`src/rtl/mux_scan_pkg.sv`:
```
// ============================================================================
// Module  : mux_scan_pkg
// Brief   : Shared types for the mux scan sequencer (state, entry layout).
// Rev     : 1.0  initial release
// ============================================================================
`default_nettype none

package mux_scan_pkg;

    localparam int CH_W = 6;

    typedef enum logic [1:0] {
        IDLE    = 2'd0,
        SETTLE  = 2'd1,
        CAPTURE = 2'd2,
        DRAIN   = 2'd3
    } state_e;

    typedef struct packed {
        logic            last;
        logic [CH_W-1:0] ch;
        logic [7:0]      data;
    } fifo_entry_t;

endpackage

`default_nettype wire

```
`src/rtl/mux_scan_fifo.sv`:
```
// ============================================================================
// Module  : mux_scan_fifo
// Brief   : Synchronous capture FIFO, wrap-bit pointers, head shown directly.
// Rev     : 1.0  initial release
// ============================================================================
`default_nettype none

module mux_scan_fifo #(
    parameter int WIDTH = 15,
    parameter int DEPTH = 4
) (
    input  logic             clk,
    input  logic             rst_n,
    input  logic             wr_en,
    input  logic [WIDTH-1:0] wr_data,
    input  logic             rd_en,
    output logic [WIDTH-1:0] rd_data,
    output logic             full,
    output logic             empty
);

    localparam int AW = $clog2(DEPTH);

    logic [AW:0]      wr_ptr_q, wr_ptr_d;
    logic [AW:0]      rd_ptr_q, rd_ptr_d;
    logic [WIDTH-1:0] mem_q [DEPTH];
    logic             do_wr;
    logic             do_rd;

    // Full is judged on the current pointers, so a same-cycle pop cannot
    // make room for a push.
    always_comb begin
        empty    = (wr_ptr_q == rd_ptr_q);
        full     = (wr_ptr_q[AW] != rd_ptr_q[AW]) &&
                   (wr_ptr_q[AW-1:0] == rd_ptr_q[AW-1:0]);
        do_wr    = wr_en && !full;
        do_rd    = rd_en && !empty;
        wr_ptr_d = do_wr ? wr_ptr_q + (AW+1)'(1) : wr_ptr_q;
        rd_ptr_d = do_rd ? rd_ptr_q + (AW+1)'(1) : rd_ptr_q;
        rd_data  = mem_q[rd_ptr_q[AW-1:0]];
    end

    always_ff @(posedge clk or negedge rst_n) begin
        if (!rst_n) begin
            wr_ptr_q <= '0;
            rd_ptr_q <= '0;
            for (int i = 0; i < DEPTH; i++) begin
                mem_q[i] <= '0;
            end
        end else begin
            wr_ptr_q <= wr_ptr_d;
            rd_ptr_q <= rd_ptr_d;
            if (do_wr) begin
                mem_q[wr_ptr_q[AW-1:0]] <= wr_data;
            end
        end
    end

endmodule

`default_nettype wire

```
`src/rtl/mux_scan_sequencer.sv`:
```
// ============================================================================
// Module  : mux_scan_sequencer
// Brief   : Steps the byte-mux select over all channels, captures each byte
//           after a settle delay and streams {last, ch, data} downstream.
//           Define MUX_SCAN_LOOP_EN for continuous scanning with stop request.
// Rev     : 1.0  initial release
// ============================================================================
`default_nettype none

module mux_scan_sequencer
    import mux_scan_pkg::*;
#(
    parameter int NUM_CH     = 40,
    parameter int DATA_W     = 8,
    parameter int SEL_W      = 16,
    parameter int SETTLE_CYC = 1,
    parameter int FIFO_DEPTH = 4
) (
    input  logic              clk,
    input  logic              rst_n,
    input  logic              start,
    output logic [SEL_W-1:0]  outselect,
    input  logic [DATA_W-1:0] muxout,
    output logic [DATA_W-1:0] out_data,
    output logic [CH_W-1:0]   out_ch,
    output logic              out_last,
    output logic              out_valid,
    input  logic              out_ready,
    output logic              busy,
    output logic              done
);

    localparam int         EW         = 1 + CH_W + DATA_W;
    localparam logic [3:0] c_cnt_load = 4'(SETTLE_CYC - 1);
    localparam logic [CH_W-1:0] c_last_ch = CH_W'(NUM_CH - 1);

    state_e           state_q, state_d;
    logic [CH_W-1:0]  ch_q, ch_d;
    logic [3:0]       cnt_q, cnt_d;
    logic [SEL_W-1:0] sel_q, sel_d;
`ifdef MUX_SCAN_LOOP_EN
    logic             stop_q, stop_d;
`endif

    logic             fifo_wr;
    logic             fifo_full;
    logic             fifo_empty;
    logic [EW-1:0]    fifo_head;
    logic             at_last_ch;

    assign at_last_ch = (ch_q == c_last_ch);

    // State register
    always_ff @(posedge clk or negedge rst_n) begin
        if (!rst_n) begin
            state_q <= IDLE;
            ch_q    <= '0;
            cnt_q   <= '0;
            sel_q   <= '0;
`ifdef MUX_SCAN_LOOP_EN
            stop_q  <= 1'b0;
`endif
        end else begin
            state_q <= state_d;
            ch_q    <= ch_d;
            cnt_q   <= cnt_d;
            sel_q   <= sel_d;
`ifdef MUX_SCAN_LOOP_EN
            stop_q  <= stop_d;
`endif
        end
    end

    // Next-state logic
    always_comb begin
        state_d = state_q;
        ch_d    = ch_q;
        cnt_d   = cnt_q;
        sel_d   = sel_q;
`ifdef MUX_SCAN_LOOP_EN
        stop_d  = stop_q;
        if (start && (state_q == SETTLE || state_q == CAPTURE)) begin
            stop_d = 1'b1;
        end
`endif
        unique case (state_q)
            IDLE: begin
                if (start) begin
                    ch_d    = '0;
                    sel_d   = '0;
                    cnt_d   = c_cnt_load;
                    state_d = SETTLE;
`ifdef MUX_SCAN_LOOP_EN
                    stop_d  = 1'b0;
`endif
                end
            end
            SETTLE: begin
                if (cnt_q == 4'd0) begin
                    state_d = CAPTURE;
                end else begin
                    cnt_d = cnt_q - 4'd1;
                end
            end
            CAPTURE: begin
                // A full FIFO stalls here with the select held steady.
                if (!fifo_full) begin
                    if (at_last_ch) begin
`ifdef MUX_SCAN_LOOP_EN
                        if (stop_q || start) begin
                            state_d = DRAIN;
                        end else begin
                            ch_d    = '0;
                            sel_d   = '0;
                            cnt_d   = c_cnt_load;
                            state_d = SETTLE;
                        end
`else
                        state_d = DRAIN;
`endif
                    end else begin
                        ch_d    = ch_q + CH_W'(1);
                        sel_d   = SEL_W'(ch_q + CH_W'(1));
                        cnt_d   = c_cnt_load;
                        state_d = SETTLE;
                    end
                end
            end
            DRAIN: begin
                if (fifo_empty) begin
                    state_d = IDLE;
                end
            end
            default: state_d = IDLE;
        endcase
    end

    // Output logic
    always_comb begin
        busy      = (state_q != IDLE);
        done      = (state_q == DRAIN) && fifo_empty;
        fifo_wr   = (state_q == CAPTURE) && !fifo_full;
        outselect = sel_q;
    end

    mux_scan_fifo #(
        .WIDTH (EW),
        .DEPTH (FIFO_DEPTH)
    ) u_fifo (
        .clk     (clk),
        .rst_n   (rst_n),
        .wr_en   (fifo_wr),
        .wr_data ({at_last_ch, ch_q, muxout}),
        .rd_en   (out_ready),
        .rd_data (fifo_head),
        .full    (fifo_full),
        .empty   (fifo_empty)
    );

    assign out_valid = !fifo_empty;
    assign out_last  = fifo_head[EW-1];
    assign out_ch    = fifo_head[DATA_W +: CH_W];
    assign out_data  = fifo_head[DATA_W-1:0];

endmodule

`default_nettype wire

```
`config.mk`:
```
export PLATFORM = sky130hd
export DESIGN_NAME = mux_scan_sequencer
export DESIGN_NICKNAME = d
export VERILOG_FILES = /design/src/rtl/mux_scan_pkg.sv /design/src/rtl/mux_scan_fifo.sv /design/src/rtl/mux_scan_sequencer.sv
export SDC_FILE = /design/constraint.sdc
export NUM_CORES = 1
export LEC_CHECK = 0
export BUFFER_PORTS_ARGS = -buffer_cell sky130_fd_sc_hd__buf_2
export CAP_MARGIN = 30
export CORE_MARGIN = 8
export CORE_UTILIZATION = 58
export DETAILED_ROUTE_END_ITERATION = 6
export GPL_TIMING_DRIVEN = 0
export PLACE_DENSITY_LB_ADDON = 0.1
export SLEW_MARGIN = 20
export SYNTH_ARGS = -nofsm -noshare
export SYNTH_HDL_FRONTEND = slang
export SYNTH_SLANG_ARGS = --single-unit
```
`constraint.sdc`:
```
create_clock -name clk -period 2.15 [get_ports clk]
set_clock_uncertainty 0.1 [all_clocks]
set_input_delay 0.1075 -clock clk [delete_from_list [all_inputs] [get_ports clk]]
set_output_delay 0.1075 -clock clk [all_outputs]
set_load 0.05 [all_outputs]
```
==> summary.txt <==
CTS
  – Number of CTS-inserted buffers: 9
  – Sink Count: 79
  – CTS tree: yes
  – CTS root buf: clkbuf_8
  – H-Tree Level Count: 3
  – CTS clk-pin slew, worst paths: 0.07 ns
  – CTS max path bufs: 2
  – Skew-Pair Late Insertion Delay: 0.34 ns

STA
  – Setup TNS: 0 ns
  – Final setup violation count: 0
  – Hold Vio Cnt, Final: 0
  – Fin crit share: 95.5%
  – Max-slew violations: 0
  – RSZ-0062 raised after global routing: no
  – Hold slack final: 0.0274 ns
  – Fmax: 487 MHz
  – Crit path time final: 2.05 ns

Global route
  – Pin count of the biggest net entering global routing: 47
  – Global-route usage over all layers: 17.0%
  – Number of global-route vias before repair: 2,583
  – Remaining Overflow, GRT: 0
  – First-pass GRT wire length: 13.1 mm
  – Initial antenna violation count: 0

Power and ir drop
  – Sw Share: 41.0%
  – Internal: 4.42 mW
  – Sequential share of power: 32.4%
  – Pwr dens: 1600 nW/µm²
  – Leak pwr: 2.27 nW
  – Combinational share of power: 50.3%
  – NetSw: 3.07 mW
  – Clock network power share: 17.3%
  – Peak supply drop: 1020 µV
  – Final Power: 7.49 mW

Worst setup path
  – CP max stage cell: mux4_2
  – Crit path buffers/inverters: 3
  – CP endpoint kind: output port
  – Critical-path maximum fanout: 10
  – CP cell instances: buf_6 > buf_8 > mux4_2 > buf_2
  – CP arrival: 1.84 ns
  – WP data required: 1.94 ns
  – Slowest stage delay, CP: 0.51 ns
  – Critical path type: reg2out
  – CP delay by family, top: buffers and inverters
  – Type of origin of the critical path: flop

Layout
  – Cell Count, Final, Fillers Out: 429
  – N_diodes: 0
  – Share of cells above drive strength 1: 43.6%
  – Area Growth Syn to Fin: 18.7%
  – NumNets Final: 365
  – Final design utilization: 70.1%

Place
  – Cells after DPL: 403
  – PortBufs: 36
  – Gp weighted congestion: 0.864
  – Post-DP HPWL: 5.23 mm

Floorplan
  – Initial Util: 59.1%
  – Standard-cell rows: 30
  – Die height: 98.5 µm
  – Core area: 6680 µm²
  – Die ar.: 9700 µm²
  – Die width: 98.5 µm
  – I/O pin cnt: 46

Min path
  – Worst min path class: in2reg

Routing
  – Final routed DRC violation total: 0
  – Antenna violation net count after detailed routing: 0
  – 1st-iter DRT viols: 79
  – Routed WL per cell: 17.5 µm
  – TritonRoute pass-1 iters: 4
  – DR vias: 2,353
  – Via/cell ratio: 5.48
  – Total Wirelength: 7.52 mm

Synth
  – Async set or reset register ratio after synthesis: 100%
  – Syn Std Cell Area: 3950 µm²
  – Mapped Cells: 278
  – Primary FF master, synth: dfrtp_1
  – Post-synthesis register bit count: 79
  – Post-synthesis sequential area ratio: 50.1%
  – YS warnings: 0
  – Yosys cell types: 43
  – EDFF count, synth: 0
  – Syn Area/Cell: 14.2 µm²

Run
  – Max Cap Violations: 0

Run status
  – Outcome: completed
-- Yosys cell counts, drive strengths merged (2+ instances only) --
cell type	n	area share (%)
inv	11	1.0
ha	7	2.2
nor2	4	0.38
nand4	3	0.48
nor2b	2	0.32
buf	16	3.4
nand2	16	2.1
nor3	2	0.25
nand2b	4	0.63
mux4	15	8.8
or3	2	0.32
dfrtp	79	50
o211ai	2	0.38
mux2	56	19
xnor2	7	1.9
a31oi	5	1.2
nand3	8	1.0
clkbuf	5	0.48
xor2	3	0.67
o311ai	2	0.63
o21ai	15	1.9
-- power groups by stage --
stage	combinational (mW)	clock (mW)	sequential (mW)
5_1_grt	4.05	1.38	2.50
4_1_cts	3.80	1.33	2.42
6_report	3.77	1.30	2.43
3_3_place_gp	3.60	0	2.41
2_1_floorplan	2.97	0	2.40
3_5_place_dp	3.67	0	2.44
-- cell usage in the layout (no fill, tap or decap), drive strengths merged, types with 2 or more instances in the layout --
cell type / Yosys / layout
a31oi: 5 / 5
buf: 16 / 55
bufinv: 0 / 3
clkbuf: 5 / 15
conb: 1 / 9
dfrtp: 79 / 79
dlygate4sd3: 0 / 10
ha: 7 / 7
inv: 11 / 11
mux2: 56 / 56
mux4: 15 / 15
nand2: 16 / 16
nand2b: 4 / 4
nand3: 8 / 8
nand4: 3 / 3
nor2: 4 / 4
nor2b: 2 / 2
nor3: 2 / 2
o211ai: 2 / 2
o21ai: 15 / 15
o311ai: 2 / 2
or3: 2 / 2
xnor2: 7 / 7
xor2: 3 / 3
-- path summary, 6_finish.rpt --
| kind | startpoint | end | slack [ns] | depth (start not counted) |
|---|---|---|---|---|
| min | start | cnt_q[3] | 0.03 | 4 |
| min in group asynchronous | rst_n | u_fifo.mem_q[50] | 0.16 | 2 |
| max in group asynchronous | rst_n | u_fifo.mem_q[13] | 1.22 | 3 |
| min reg2reg | u_fifo.mem_q[12] | u_fifo.mem_q[12] | 0.38 | 2 |
| max | u_fifo.rd_ptr_q[0] | out_data[1] | 0.1 | 4 |
| max reg2reg | u_fifo.rd_ptr_q[0] | outselect[6] | 0.1 | 5 |
-- layout make-up --
class | instances | area (µm²)
Clock buffer | 10 | 138
Timing Repair Buffer | 49 | 338
Tap cell | 80 | 100
Buffer | 21 | 163
Fill cell | 508 | 2000
Clock inverter | 4 | 95.1
Sequential cell | 79 | 1980
Inverter | 11 | 41.3
Multi-Input combinational cell | 175 | 1830
-- timing repair --
item,4_1_cts,5_1_grt
gates cloned,0,0
setup endpoints to repair,22,6
setup buffers,2,0
gates resized for setup,6,2
hold buffers,10,0
hold endpoints to repair,68,0
-- worst reg2reg max path, cell delays in order (launching register included) --
cell     delay (ns)
dfrtp_1        0.38
buf_6          0.20
xor2_1         0.37
o31ai_2        0.18
o22ai_2        0.34
mux2_2         0.38
-- through the flow --
step                      instance area (µm²)  setup WS [ns]
after floorplan                          3980         0.0151
after global placement                   4260         0.0237
after detailed placement                 4290        -0.0279
after CTS                                4670         0.0298
after global routing                     4690        0.00602
final                                    4690         0.0976
-- layer usage --
metal / wire (µm) / part of all wire [%] / track usage (%)
met4: 143 / 1.9 / 7.44
met1: 3550 / 47 / 22.1
met5: 0 / 0 / 0
met2: 3470 / 46 / 26.2
met3: 357 / 4.7 / 4.30
-- logic make-up after synthesis --
group / synth area share, %
flip-flops: 50.1
multiplexers: 27.8
AND/OR/NAND/NOR: 6.91
buffers and inverters: 4.88
AO/OA/AOI/OAI: 5.36
XOR/XNOR: 2.60
adder cells (fa/ha/maj): 2.22
other: 0.0950
-- state kept, by name, indices dropped and copies added, names as in the netlist --
register and count:
ch_q 5, cnt_q 4, outselect 2, state_q 2, u_fifo.mem_q 60, u_fifo.rd_ptr_q 3, u_fifo.wr_ptr_q 3
No activity file was read; power rests on OpenSTA's default activity.
